$ cat src/rtl/accel_seq_fsm.sv
// accel_seq_fsm
//   Control sequencer for a single crypto accelerator. Dequeues one
//   instruction, issues NUM_SRC memory-to-accelerator reads, the accelerator
//   operation command and one accelerator-to-memory write over the shared
//   bus. Each bus phase waits for its ACK with a timeout. The result is then
//   posted to the completion queue as {err, dest}.
//
// Ports
//   clk             rising-edge clock
//   rst             asynchronous active-high reset
//   req_valid       request queue holds an instruction
//   req_data        {mode, src[NUM_SRC-1] .. src[0], dest}
//   ready_req_out   sequencer is idle and dequeues on req_valid
//   arb_req         bus request to the arbiter
//   arb_grant       arbiter grant
//   ack_in          {valid, id[1:0]} completion ACK from memory/accelerator
//   data_out        bus command word {field, 2'b00, dst_id, src_id, opcode}
//   compq_data_out  completion entry {err, dest}
//   valid_compq_out completion entry valid
//   comq_ready_in   completion queue can accept
module accel_seq_fsm #(
  parameter int         ADDRW     = 24,
  parameter logic [1:0] ACCEL_ID  = 2'b01,
  parameter logic [1:0] MEM_ID    = 2'b00,
  parameter int         NUM_SRC   = 2,
  parameter int         TIMEOUT_W = 8
) (
  input  logic                         clk,
  input  logic                         rst,
  input  logic                         req_valid,
  input  logic [(NUM_SRC+1)*ADDRW:0]   req_data,
  output logic                         ready_req_out,
  output logic                         arb_req,
  input  logic                         arb_grant,
  input  logic [2:0]                   ack_in,
  output logic [ADDRW+7:0]             data_out,
  output logic [ADDRW:0]               compq_data_out,
  output logic                         valid_compq_out,
  input  logic                         comq_ready_in
);

  localparam int REQ_W = (NUM_SRC+1)*ADDRW+1;
  localparam int CMD_W = ADDRW+8;

  localparam logic [2:0] IDLE     = 3'd0;
  localparam logic [2:0] RD_REQ   = 3'd1;
  localparam logic [2:0] RD_WAIT  = 3'd2;
  localparam logic [2:0] OP_REQ   = 3'd3;
  localparam logic [2:0] OP_WAIT  = 3'd4;
  localparam logic [2:0] WR_REQ   = 3'd5;
  localparam logic [2:0] WR_WAIT  = 3'd6;
  localparam logic [2:0] COMPLETE = 3'd7;

  localparam logic [1:0]           LAST_SRC = 2'(NUM_SRC-1);
  localparam logic [TIMEOUT_W-1:0] TMO_MAX  = '1;

  logic [2:0]           state;
  logic [1:0]           src_idx;
  logic [TIMEOUT_W-1:0] tmo_cnt;
  logic                 err;
  logic [REQ_W-1:0]     req_q;
  logic [ADDRW-1:0]     src_arr [4];
  logic                 ack_mem;
  logic                 ack_acc;
  logic                 tmo_hit;

  function automatic logic [CMD_W-1:0] rd_cmd(input logic [ADDRW-1:0] src);
    return {src, 2'b00, ACCEL_ID, MEM_ID, 2'b01};
  endfunction

  function automatic logic [CMD_W-1:0] op_cmd(input logic mode);
    return {{ADDRW{1'b0}}, mode, 1'b0, ACCEL_ID, 4'b0011};
  endfunction

  function automatic logic [CMD_W-1:0] wr_cmd(input logic [ADDRW-1:0] dest);
    return {dest, 2'b00, MEM_ID, ACCEL_ID, 2'b10};
  endfunction

  // Source table padded to four entries so a 2-bit src_idx indexes it cleanly
  // for every legal NUM_SRC.
  for (genvar i = 0; i < 4; i++) begin : g_src
    if (i < NUM_SRC) begin : g_used
      assign src_arr[i] = req_q[ADDRW*(i+1) +: ADDRW];
    end else begin : g_unused
      assign src_arr[i] = '0;
    end
  end

  assign ack_mem = (ack_in == {1'b1, MEM_ID});
  assign ack_acc = (ack_in == {1'b1, ACCEL_ID});
  assign tmo_hit = (tmo_cnt == TMO_MAX);

  // Sequencing state; a matching ACK takes priority over the timeout.
  always_ff @(posedge clk or posedge rst) begin
    if (rst) begin
      state   <= IDLE;
      src_idx <= '0;
      tmo_cnt <= '0;
      err     <= 1'b0;
      req_q   <= '0;
    end else begin
      case (state)
        IDLE: begin
          if (req_valid) begin
            req_q   <= req_data;
            src_idx <= '0;
            err     <= 1'b0;
            state   <= RD_REQ;
          end
        end
        RD_REQ: begin
          if (arb_grant) begin
            tmo_cnt <= '0;
            state   <= RD_WAIT;
          end
        end
        OP_REQ: begin
          if (arb_grant) begin
            tmo_cnt <= '0;
            state   <= OP_WAIT;
          end
        end
        WR_REQ: begin
          if (arb_grant) begin
            tmo_cnt <= '0;
            state   <= WR_WAIT;
          end
        end
        RD_WAIT: begin
          if (ack_mem) begin
            if (src_idx < LAST_SRC) begin
              src_idx <= src_idx + 2'd1;
              state   <= RD_REQ;
            end else begin
              state <= OP_REQ;
            end
          end else if (tmo_hit) begin
            err   <= 1'b1;
            state <= COMPLETE;
          end else begin
            tmo_cnt <= tmo_cnt + TIMEOUT_W'(1);
          end
        end
        OP_WAIT: begin
          if (ack_acc) begin
            state <= WR_REQ;
          end else if (tmo_hit) begin
            err   <= 1'b1;
            state <= COMPLETE;
          end else begin
            tmo_cnt <= tmo_cnt + TIMEOUT_W'(1);
          end
        end
        WR_WAIT: begin
          if (ack_mem) begin
            state <= COMPLETE;
          end else if (tmo_hit) begin
            err   <= 1'b1;
            state <= COMPLETE;
          end else begin
            tmo_cnt <= tmo_cnt + TIMEOUT_W'(1);
          end
        end
        COMPLETE: begin
          if (comq_ready_in) state <= IDLE;
        end
        default: state <= IDLE;
      endcase
    end
  end

  // Outputs decode from state only, so an asynchronous reset drops them at once.
  always_comb begin
    ready_req_out   = 1'b0;
    arb_req         = 1'b0;
    data_out        = '0;
    valid_compq_out = 1'b0;
    compq_data_out  = '0;
    case (state)
      IDLE: ready_req_out = 1'b1;
      RD_REQ: begin
        arb_req  = 1'b1;
        data_out = rd_cmd(src_arr[src_idx]);
      end
      RD_WAIT: data_out = rd_cmd(src_arr[src_idx]);
      OP_REQ: begin
        arb_req  = 1'b1;
        data_out = op_cmd(req_q[REQ_W-1]);
      end
      OP_WAIT: data_out = op_cmd(req_q[REQ_W-1]);
      WR_REQ: begin
        arb_req  = 1'b1;
        data_out = wr_cmd(req_q[ADDRW-1:0]);
      end
      WR_WAIT: data_out = wr_cmd(req_q[ADDRW-1:0]);
      COMPLETE: begin
        valid_compq_out = 1'b1;
        compq_data_out  = {err, req_q[ADDRW-1:0]};
      end
      default: ;
    endcase
  end

endmodule

$ cat config.mk
export PLATFORM = sky130hd
export DESIGN_NAME = accel_seq_fsm
export DESIGN_NICKNAME = d
export VERILOG_FILES = /design/src/rtl/accel_seq_fsm.sv
export SDC_FILE = /design/constraint.sdc
export NUM_CORES = 1
export LEC_CHECK = 0
export ABC_AREA = 0
export CORE_ASPECT_RATIO = 1.4
export CORE_MARGIN = 1.5
export CORE_UTILIZATION = 48
export CTS_BUF_LIST = sky130_fd_sc_hd__clkbuf_4 sky130_fd_sc_hd__clkbuf_8
export CTS_CLUSTER_DIAMETER = 200
export CTS_CLUSTER_SIZE = 14
export DETAILED_ROUTE_END_ITERATION = 8
export MAX_ROUTING_LAYER = met4
export PLACE_DENSITY = 0.88
export SLEW_MARGIN = 10
export SYNTH_ARGS = -nofsm -noshare
export SYNTH_HDL_FRONTEND = slang
export SYNTH_SLANG_ARGS = --single-unit
$ cat constraint.sdc
create_clock -name clk -period 3.7 [get_ports clk]
set_clock_uncertainty 0.2 [all_clocks]
set_input_delay 0.37 -clock clk [delete_from_list [all_inputs] [get_ports clk]]
set_output_delay 0.37 -clock clk [all_outputs]
set_load 0.05 [all_outputs]
==> results of run 1 <==
==> cells in the mapped netlist, types with 2 or more instances <==
cell	instances	area (um^2)
sky130_fd_sc_hd__inv_1	9	33.8
sky130_fd_sc_hd__a21oi_1	4	20.0
sky130_fd_sc_hd__xnor2_1	2	17.5
sky130_fd_sc_hd__buf_2	15	75.1
sky130_fd_sc_hd__buf_4	13	97.6
sky130_fd_sc_hd__o21ai_1	3	15.0
sky130_fd_sc_hd__nand3_1	5	25.0
sky130_fd_sc_hd__clkbuf_1	6	22.5
sky130_fd_sc_hd__ha_1	2	25.0
sky130_fd_sc_hd__nor2_1	7	26.3
sky130_fd_sc_hd__nor3_1	6	30.0
sky130_fd_sc_hd__a32oi_1	2	17.5
sky130_fd_sc_hd__dfrtp_1	87	2180
sky130_fd_sc_hd__buf_6	2	22.5
sky130_fd_sc_hd__o22ai_1	3	18.8
sky130_fd_sc_hd__and3_1	3	18.8
sky130_fd_sc_hd__nor3b_1	2	15.0
sky130_fd_sc_hd__mux2i_1	26	260
sky130_fd_sc_hd__nand2_1	252	946
sky130_fd_sc_hd__nor2b_1	2	12.5
sky130_fd_sc_hd__o21ai_0	25	125
sky130_fd_sc_hd__and2_1	26	163
sky130_fd_sc_hd__a31oi_1	5	31.3
sky130_fd_sc_hd__a22o_1	3	26.3
sky130_fd_sc_hd__o22a_1	5	43.8
==> worst max-delay path, stage by stage, from the launching register on <==
cell and delay, ps:
sky130_fd_sc_hd__dfrtp_1 740, sky130_fd_sc_hd__nand3_2 240, sky130_fd_sc_hd__inv_1 310, sky130_fd_sc_hd__buf_4 280, sky130_fd_sc_hd__and2_1 160, sky130_fd_sc_hd__clkdlybuf4s50_1 810
==> area by class of cell <==
| type | instances | area (um^2) | share of cell area (%) |
|---|---|---|---|
| Clock buffer | 9 | 124 | 2.03 |
| Sequential cell | 87 | 2180 | 35.7 |
| Inverter | 9 | 35.0 | 0.575 |
| Multi-Input combinational cell | 409 | 2090 | 34.3 |
| Clock inverter | 7 | 128 | 2.09 |
| Timing Repair Buffer | 149 | 1410 | 23.1 |
| Tap cell | 107 | 134 | 2.20 |
==> worst max path at each step <==
stage                         from                  to  slack (ps)  cells past startpoint
after global routing      state[1]  compq_data_out[21]          70                      5
after detailed placement  state[1]  compq_data_out[23]         620                      5
after global placement    state[1]   compq_data_out[8]         760                      5
after CTS                 state[1]  compq_data_out[23]         210                      5
after floorplan                rst                 err         880                      1
final                     state[1]  compq_data_out[23]         220                      5
==> per-stage QoR <==
stage | hold WS (ps) | worst slack [ps] | area (um^2) | cells | power, uW
CTS | 283 | 209 | 6090 | 777 | 5390
finish | 279 | 222 | 6090 | 777 | 5380
global route | 293 | 65.2 | 6090 | 777 | 5700
detailed placement | 262 | 623 | 5840 | 761 | 4570
floorplan | 238 | 880 | 4500 | 541 | 3740
global placement | 251 | 757 | 5840 | 761 | 4480
==> routing by layer <==
metal  track usage, %  part of all wire, %  up-vias  routed length, um
met5                -                    0        -                  0
met4             12.9                  3.9        0                456
met3             2.45                  4.6       36                536
met2             40.3                   51      157               5870
met1             31.2                   41     1932               4740
li1                 -                    -     1976                  -
==> flip-flops by register name, summed over array words and instances (netlist names) <==
signal and count:
src_idx 2, tmo_cnt 8, req_q 73, err 1, state 3
==> logic make-up (layout without fill, tap and decap cells) <==
kind of cell,Yosys count,after routing,share of synthesized area (%)
AO/OA/AOI/OAI,58,58,8.65
XOR/XNOR,3,3,0.584
adder cells (fa/ha/maj),2,2,0.556
buffers and inverters,45,174,5.59
flip-flops,87,87,48.4
multiplexers,26,26,5.79
other,1,3,0.0834
AND/OR/NAND/NOR,317,317,30.3
==> power by group <==
group / total (uW) / switching (uW) / leakage, uW / internal [uW]
sequential: 1680 / 319 / 0.00110 / 1360
clock: 824 / 365 / 0.000126 / 459
combinational: 2880 / 1890 / 0.00169 / 981
==> run summary, run 1 <==
The post-DP HPWL is 8.44 mm. The clock transition at the registers of the reported paths is 90 ps. The via count of the first global-routing pass came out at 4139. The total of flip-flops plus latches after synthesis came out at 87. The weighted congestion reported at the end of routability-driven placement came out at between 0.8 and 0.9. The highest clock rate is roughly 290 MHz. The count of warnings emitted by yosys is 0. The detailed-routing iteration count for the pre-antenna-repair pass is 7. The core box area is 9080 um^2. In this run the static leakage power is between 0.002 and 0.003 uW. The first-iteration detailed-routing DRC count is slightly above 400. Dividing the detail-routed via count by the number of cells gives approximately 5.3. The relative area change from synthesis to final layout came out at 35.5%. The combined area of all synthesized cells is 4500 um^2. The startpoint identified for the worst register-to-register timing path is state[1]. The number of antenna violations at the first check in global routing is 0. The worst setup path is of the flip-flop to primary output kind. The total of endpoints with negative setup slack in the final report came out at 0. The data required time at the worst endpoint is around 3100 ps. The number of hold violations in the final report came out at 0.

The remaining global-route overflow came out at 0. The maximum clock path buffer count is 2. For the pin with the worst max-slew slack, the measured transition is roughly 1000 ps. The number of enable flip-flop cells after synthesis came out at 0. The final reports fail on DRC. The sequential fraction of the synthesis area is about half. The first-pass GRT wire length is just under 20 mm. The data arrival at the endpoint of the critical path came out at just under 3000 ps. The tool flagged a number of max-cap violations equal to 0. Entering global routing, the biggest net connects 60 pins. The final layout net count came out at approximately 750. Setup slack on the worst reg-to-reg path comes out at about 1400 ps. The number of buffers inserted by post-CTS setup repair is 0. The total die area is 9970 um^2. The detailed-route via count is 4101. The number of cells produced by synthesis is ~540.

The hold-critical path endpoint is req_q[30]. The width of the die came out at 84.8 um. The number of buffer cells added on primary ports is approximately 140. The number of H-tree levels is 3. The post-route clock period utilization is 94.0%. The type of destination of the critical path is a primary output. The worst relative slew slack came out at about a third.

For the finished layout, the period the worst path requires is approximately 3500 ps. The post-route setup TNS came out at 0 ps. In the layout the commonest cells are sky130_fd_sc_hd__nand2_1, sky130_fd_sc_hd__clkdlybuf4s50_1, sky130_fd_sc_hd__dfrtp_1.

The number of hold buffers added after CTS was 0. Leaving out fill and tap cells, the most frequent cell in the layout is sky130_fd_sc_hd__nand2_1. The count of nets left with antenna violations after detail routing came out at 0.

The highest ir drop seen on vdd came out at ~0.46 mV. TritonCTS built the clock tree. The count of antenna diodes in the layout came out at 0.

STA classifies the critical path startpoint as a flip-flop. The total DRC errors in the routed layout came out at 7. The detailed-route wire length per cell is 14.9 um. The startpoint of the most critical hold path is req_q[30]. For this run, the share of the core covered by cells in the final layout is between 60% and 70%. Global routing consumed, over all layers together, roughly a quarter of the routing resources.

Setup repair after global routing left no endpoint under its margin. The worst hold path passes through 2 cells. The number of different library cells used by synthesis comes to 49. The clock latency of the later-clocked register in the worst-skew pair came out at 360 ps. The endpoint of the lowest-slack register-to-register path is req_q[58].

The total CTS buffers came out at 9. The run finished, with violations left. The root buffer cell is sky130_fd_sc_hd__clkbuf_8. The fraction of registers with async set or reset after synthesis is between 90% and 100%. The length in cells of the worst reg-to-reg path is 5. The mean post-synth cell area came out at 8.34 um^2.

The most used flip-flop cell after synthesis is sky130_fd_sc_hd__dfrtp_1. The total I/O pin count is 141. The power density over cell area came out at 882 nW/um^2. The fraction of final layout cells with drive strength greater than 1 is 9.10%. Summed over all layers, the routed wires come to about 12 mm. The number of filler instances in the final layout came out at approximately 730. The count of pins over their slew limit is 0. The die is around 120 um tall. The initial cell density of the core came out at between 40% and 50%. The count of standard-cell rows came out at 41. The number of resized instances in the post-cts repair step is 0.

The tightest min-delay check is of the flip-flop to flip-flop type. The number of sinks on the clock net came out at 87. The maximum fanout along the worst path is 18.
Note: power is estimated with default switching activity, not from simulation.
==> run 2: changes to the inputs <==
--- a/config.mk
+++ b/config.mk
@@ -8,13 +8,14 @@
 export ABC_AREA = 0
 export CORE_ASPECT_RATIO = 1.4
 export CORE_MARGIN = 1.5
-export CORE_UTILIZATION = 48
+export CORE_UTILIZATION = 35
 export CTS_BUF_LIST = sky130_fd_sc_hd__clkbuf_4 sky130_fd_sc_hd__clkbuf_8
 export CTS_CLUSTER_DIAMETER = 200
-export CTS_CLUSTER_SIZE = 14
+export CTS_CLUSTER_SIZE = 30
 export DETAILED_ROUTE_END_ITERATION = 8
 export MAX_ROUTING_LAYER = met4
-export PLACE_DENSITY = 0.88
+export PLACE_DENSITY = 0.69
+export RECOVER_POWER = 25
 export SLEW_MARGIN = 10
 export SYNTH_ARGS = -nofsm -noshare
 export SYNTH_HDL_FRONTEND = slang
==> run summary, run 2 (synthesis gave the netlist of run 1 again) <==
The initial cell density of the core is between 30% and 40%. The highest clock rate is 329 MHz. Along the worst path, the maximum fanout reaches 15.

The largest registers in the layout are req_q (73), tmo_cnt (8), state (3). In the routed layout, each cell is associated on average with a via count of around 4.9. The final layout net count came out at between 700 and 800. The share of total power dissipated in the clock network is around 15%. In the routed design, unresolved DRC markers number 7. The detailed-route via count is 4033.

Traced cell by cell, the critical path runs through nand3_2 -> inv_1 -> buf_4 -> and2_1 -> clkdlybuf4s50_1. The kind of path behind the tightest hold check is flip-flop to flip-flop. The routed design could run at a clock period as short as 3040 ps.

The final reports fail on DRC, capacitance limit. Data on the critical path is required at its endpoint by ~3100 ps. The design draws ~5400 uW. Leaving out fill and tap cells, the most frequent cell in the layout is sky130_fd_sc_hd__nand2_1. The clock net in this run drives a total of 87 sinks.

The fraction of final layout cells with drive strength greater than 1 came out at 9.72%. After routing, the total negative slack on setup checks comes to 0 ps. Setup repair after global routing left no endpoint under its margin. 0 antenna diodes ended up in the layout. The switching share of power came out at 47.9%. The element type at the critical path start is a flip-flop. Global routing finished with a remaining overflow of 0. The number of hold violations in the final report came out at 0. The reg-to-reg setup timing slack came out at approximately 1300 ps. The post-detailed-routing wire length is 12.7 mm. Measured along the x axis, the die boundary spans 98.8 um. The placement-stage worst setup slack is ~1000 ps. In this design, the largest share of critical-path delay is due to buffers and inverters. After clock tree synthesis, the clock-pin slew on the worst setup and hold paths is about 90 ps. The count of pins over their slew limit is 0.

The sequential share of power came out at a little under a third. The number of resized instances in the post-cts repair step came out at 0. The relative area change from synthesis to final layout is 36.1%. The overall global routing resource usage is between 10% and 20%. The count of hold-fix buffers inserted at cts is 0. The delay contributed by the slowest stage of the critical path came out at around 800 ps.

The maximum clock path buffer count is 2. Dividing the detail-routed wire length by the instance count gives 15.5 um. The post-route clock period utilization came out at between 80% and 90%. The core box area is ~12000 um^2. During placement, the flow inserted port buffers numbering ~140. The number of buffers inserted by post-CTS setup repair came out at 0.

The final worst setup slack is 660 ps. In this run the worst setup path begins at state[0]. The register area is about 2200 um^2. Ranked by flip-flop count, first place goes to req_q. The weighted congestion reported at the end of routability-driven placement came out at a little under 0.9.

The net load switching power is 2570 uW. For this run, the share of the core covered by cells in the final layout is about half. The count of buffer and inverter cells on the critical path is 3. The startpoint of the most critical hold path is req_q[72]. The number of filler instances in the final layout is between 1000 and 1500.

The largest net degree at the start of global routing is between 40 and 50. The total of endpoints with negative setup slack in the final report is 0. The critical path in this run is classified as flip-flop to primary output. After the first detailed-routing iteration, the DRC count stood at 235. The root buffer cell is sky130_fd_sc_hd__clkbuf_8. The post-DP HPWL is approximately 9 mm. The combinational fraction of design power is between 50% and 60%.

The detail route stage leaves a number of antenna-violating nets equal to 0. The total I/O pin count came out at 141. The slowest stage of the critical path belongs to the cell sky130_fd_sc_hd__clkdlybuf4s50_1. The H-tree generated during clock tree synthesis spans 3 levels. The number of antenna violations at the first check in global routing is 0.

The y dimension of the die came out at approximately 140 um. The register with the most flip-flops in the layout has 73 of them. The worst register-to-register path begins at src_idx[0]. The count of standard-cell rows came out at 48. The clock latency of the later-clocked register in the worst-skew pair came out at about 360 ps. The clock tree from TritonCTS is built. The run finished, with violations left. The leakage power figure is between 0.002 and 0.003 uW.

STA puts the critical path data arrival time at 2470 ps. The type of destination of the critical path is a primary output. The via count of the first global-routing pass came out at just under 4000.

At the pin with the least slew margin, the transition time is between 1000 and 1500 ps. The total die area is between 10000 and 15000 um^2. The library cells used most frequently in the layout, excluding fill and tap cells, are sky130_fd_sc_hd__nand2_1, sky130_fd_sc_hd__clkdlybuf4s50_1, sky130_fd_sc_hd__dfrtp_1.

The total CTS buffers came out at 9. The worst relative slew slack came out at 0.0296%. The detailed-routing iteration count for the pre-antenna-repair pass came out at 7. Summing all multi-input logic gate instances after layout gives ~2100 um^2. The internal power summed over all cells is 2790 uW. The first-pass GRT wire length came out at 20.1 mm. Dividing total power by cell area gives a power density of 876 nW/um^2. The number of max-capacitance violations reported is 1. Across the VDD grid, the largest voltage drop is roughly 0.36 mV.
run 2: final timing paths:
check,endpoint,cells past startpoint
max,compq_data_out[1],5
min,req_q[72],2
max reg2reg,src_idx[0],5
min reg2reg,req_q[72],2
max in group asynchronous,req_q[43],3
min in group asynchronous,req_q[13],2
run 2: per-layer routing:
layer	GRT usage (%)	routed length, um	share of wire, %	up-vias
li1	-	-	-	1981
met5	-	0	0	-
met1	23.7	5360	42	1909
met2	33.4	6520	52	124
met3	3.12	472	3.7	19
met4	7.54	311	2.5	0
run 2: layout make-up:
| cell class | count | share of cell area, % |
|---|---|---|
| tap | 150 | 3.07 |
| sequential | 87 | 35.6 |
| inverter | 9 | 0.572 |
| clock inverter | 6 | 1.76 |
| clock buffer | 10 | 2.25 |
| timing repair buffer | 148 | 22.7 |
| multi-input combinational | 409 | 34.1 |
run 2: power by group through the flow:
| stage | Sequential [uW] | Clock, uW | Combinational (uW) |
|---|---|---|---|
| global placement | 1660 | 0 | 2850 |
| floorplan | 1540 | 0 | 2200 |
| finish | 1660 | 808 | 2890 |
| CTS | 1660 | 829 | 2910 |
| detailed placement | 1680 | 0 | 2900 |
| global route | 1710 | 872 | 3130 |
run 2: stage by stage:
step	instance area (um^2)	hold slack [ps]	std cells
floorplan	4500	238	541
global placement	5890	257	803
detailed placement	5890	257	803
CTS	6140	191	819
global route	6120	297	819
finish	6120	272	819
run 2: worst register-to-register path, stage by stage, from the launching register on:
cell,delay (ps)
sky130_fd_sc_hd__dfrtp_2,980
sky130_fd_sc_hd__inv_1,130
sky130_fd_sc_hd__ha_1,290
sky130_fd_sc_hd__o21ai_0,280
sky130_fd_sc_hd__o21ai_0,130
sky130_fd_sc_hd__a22o_1,270
==> run 3: changes to the inputs <==
--- a/config.mk
+++ b/config.mk
@@ -14,7 +14,7 @@
 export CTS_CLUSTER_SIZE = 30
 export DETAILED_ROUTE_END_ITERATION = 8
 export MAX_ROUTING_LAYER = met4
-export PLACE_DENSITY = 0.69
+export PLACE_DENSITY = 0.71
 export RECOVER_POWER = 25
 export SLEW_MARGIN = 10
 export SYNTH_ARGS = -nofsm -noshare
==> constraint.sdc (replaced) <==
create_clock -name clk -period 2.66 [get_ports clk]
set_clock_uncertainty 0.2 [all_clocks]
set_input_delay 0.266 -clock clk [delete_from_list [all_inputs] [get_ports clk]]
set_output_delay 0.266 -clock clk [all_outputs]
set_load 0.05 [all_outputs]
==> run summary, run 3 (synthesis gave the netlist of run 1 again) <==
The run finished, with violations left. The checks that failed: DRC. Across the run, the number of max-cap violations was 0. The register with the highest flop count is req_q. The initial cell density of the core is a little over a third. The shortest clock period the worst path allows after layout came out at between 2000 and 2500 ps.

The actual transition at the worst max-transition pin is 1210 ps. For this run, the post-layout net count is 751. The largest registers in the layout are req_q (73), tmo_cnt (8), state (3). The leakage power figure came out at about 0.0032 uW.

The internal power summed over all cells is 4470 uW. The share of the core filled with cells in the final layout came out at between 50% and 60%. The number of hold violations in the final report was 0. The total I/O pin count is approximately 140. Net switching is between 40% and 50% of the power.

Setup repair after global routing left no endpoint under its margin. The detailed-route wire length per cell is about 16 um. The data required time at the worst endpoint is ~2200 ps. The tree built by TritonCTS fans out to 87 sinks. The root buffer cell is sky130_fd_sc_hd__clkbuf_8. The sequential share of power is 28.2%.

Setup slack closes at roughly 170 ps. STA classifies the critical path startpoint as a flip-flop. The via count of the first global-routing pass is 4082. The power density over cell area came out at 1220 nW/um^2. The clock transition at the registers of the reported paths is roughly 80 ps. The share of total power dissipated in the clock network is between 10% and 20%.

The combinational fraction of design power came out at approximately three fifths. The H-tree was split into 3 levels. The net load switching power came out at ~3700 uW. The count of hold-fix buffers inserted at cts came out at 0. The maximum fanout along the worst path came out at 12. The post-route setup TNS came out at 0 ps. The first-iteration detailed-routing DRC count came out at 213. The min-delay analysis places its worst path in the category primary input to flip-flop. The number of flip-flops in the largest register is 73. The largest net degree at the start of global routing is just under 90. STA classifies the critical path endpoint as a primary output. The number of filler instances in the final layout came out at around 1100. Once placement finished, the instance area stood at between 6000 and 7000 um^2. The count of nets left with antenna violations after detail routing is 0.

The critical path is of the flip-flop to primary output type. The maximum clock path buffer count came out at 2. The number of antenna violations at the first check in global routing came out at 0. During placement, the flow inserted port buffers numbering 137. Post-CTS timing repair inserted 0 buffers for setup. The core box area came out at around 12000 um^2. The width of the die came out at 98.8 um. The relative area change from synthesis to final layout is 49.8%. The highest ir drop seen on vdd is approximately 0.58 mV. The ratio of routed vias to standard cells is roughly 4.9. The total DRC errors in the routed layout came out at 16. The post-route clock period utilization is between 90 and 100%.

The post-DP HPWL is between 9 and 10 mm. The total CTS buffers came out at 9. The finished cells cover between 6000 and 7000 um^2. The y dimension of the die came out at roughly 140 um.

The highest clock rate came out at around 400 MHz. The count of pins over their slew limit came out at 0. The total die area came out at between 10000 and 15000 um^2. The detailed-route via count is just over 4000. The overall global routing resource usage is 19.8%.

The first global-routing pass estimated 20.3 mm of wire. In the layout the commonest cells are sky130_fd_sc_hd__nand2_1, sky130_fd_sc_hd__dfrtp_1, sky130_fd_sc_hd__clkdlybuf4s50_1. The total overflow left after global routing is 0. The placement-stage worst setup slack came out at approximately 380 ps. The completed layout was analyzed and its total power is 8190 uW. The post-detailed-routing wire length is 12.8 mm.

The clock tree from TritonCTS is built. The clock latency of the later-clocked register in the worst-skew pair is 350 ps. The weighted congestion reported at the end of routability-driven placement is 0.860.

For the worst setup path, the data arrival time is 2030 ps. The fraction of final layout cells with drive strength greater than 1 is 14.7%. Leaving out fill and tap cells, the most frequent cell in the layout is sky130_fd_sc_hd__nand2_1. The count of standard-cell rows is 48. In this run the tightest slew margin relative to its limit is around 20%.

The detailed-routing iteration count for the pre-antenna-repair pass came out at 9. Setup violations remaining at the end of the flow were counted as 0.
run 3: area by class of cell:
cell class / count / area [um^2] / area share [%]
Sequential cell: 87 / 2180 / 32.4
Antenna cell: 1 / 2.50 / 0.0372
Clock inverter: 6 / 83.8 / 1.24
Multi-Input combinational cell: 409 / 2090 / 31.0
Clock buffer: 10 / 138 / 2.04
Inverter: 9 / 37.5 / 0.557
Timing Repair Buffer: 152 / 2020 / 30.0
Tap cell: 150 / 188 / 2.79
run 3: per-stage QoR:
| stage | hold slack, ps | std cells |
|---|---|---|
| after floorplan | 171 | 541 |
| after global placement | 252 | 807 |
| after detailed placement | 262 | 807 |
| after CTS | 212 | 823 |
| after global routing | 221 | 823 |
| final | 237 | 824 |
run 3: critical path: stages, from the launching register on:
cell                      delay (ps)
sky130_fd_sc_hd__dfrtp_1         560
sky130_fd_sc_hd__xor2_1          220
sky130_fd_sc_hd__nand3_1         140
sky130_fd_sc_hd__buf_4           210
sky130_fd_sc_hd__o21ai_0         350
sky130_fd_sc_hd__buf_12          190
run 3: power by group through the flow:
| stage | sequential (uW) | combinational (uW) | clock, uW |
|---|---|---|---|
| CTS | 2310 | 4920 | 1040 |
| global placement | 2300 | 4840 | 0 |
| finish | 2310 | 4880 | 1010 |
| detailed placement | 2330 | 4910 | 0 |
| global route | 2380 | 5220 | 1100 |
| floorplan | 2150 | 3050 | 0 |
run 3: worst paths after layout:
path | start | endpoint | slack (ps) | depth (start not counted)
setup / recovery | state[1] | data_out[26] | 170 | 5
hold / removal | req_data[31] | req_q[31] | 240 | 3
setup reg to reg | state[1] | req_q[70] | 460 | 6
hold reg to reg | req_q[72] | req_q[72] | 270 | 2
max in group asynchronous | rst | state[0] | 830 | 3
min in group asynchronous | rst | req_q[72] | 610 | 3
run 3: repair_timing:
action,4_1_cts,5_1_grt
gates resized for setup,1,4
gates cloned,0,0
endpoints found under the setup margin,1,17
run 3: per-layer routing:
metal  part of all wire [%]  global-route usage, %
met2                     53                   34.3
met1                     41                   23.6
met3                    4.1                   2.40
met5                      0                      -
met4                    2.0                   7.62
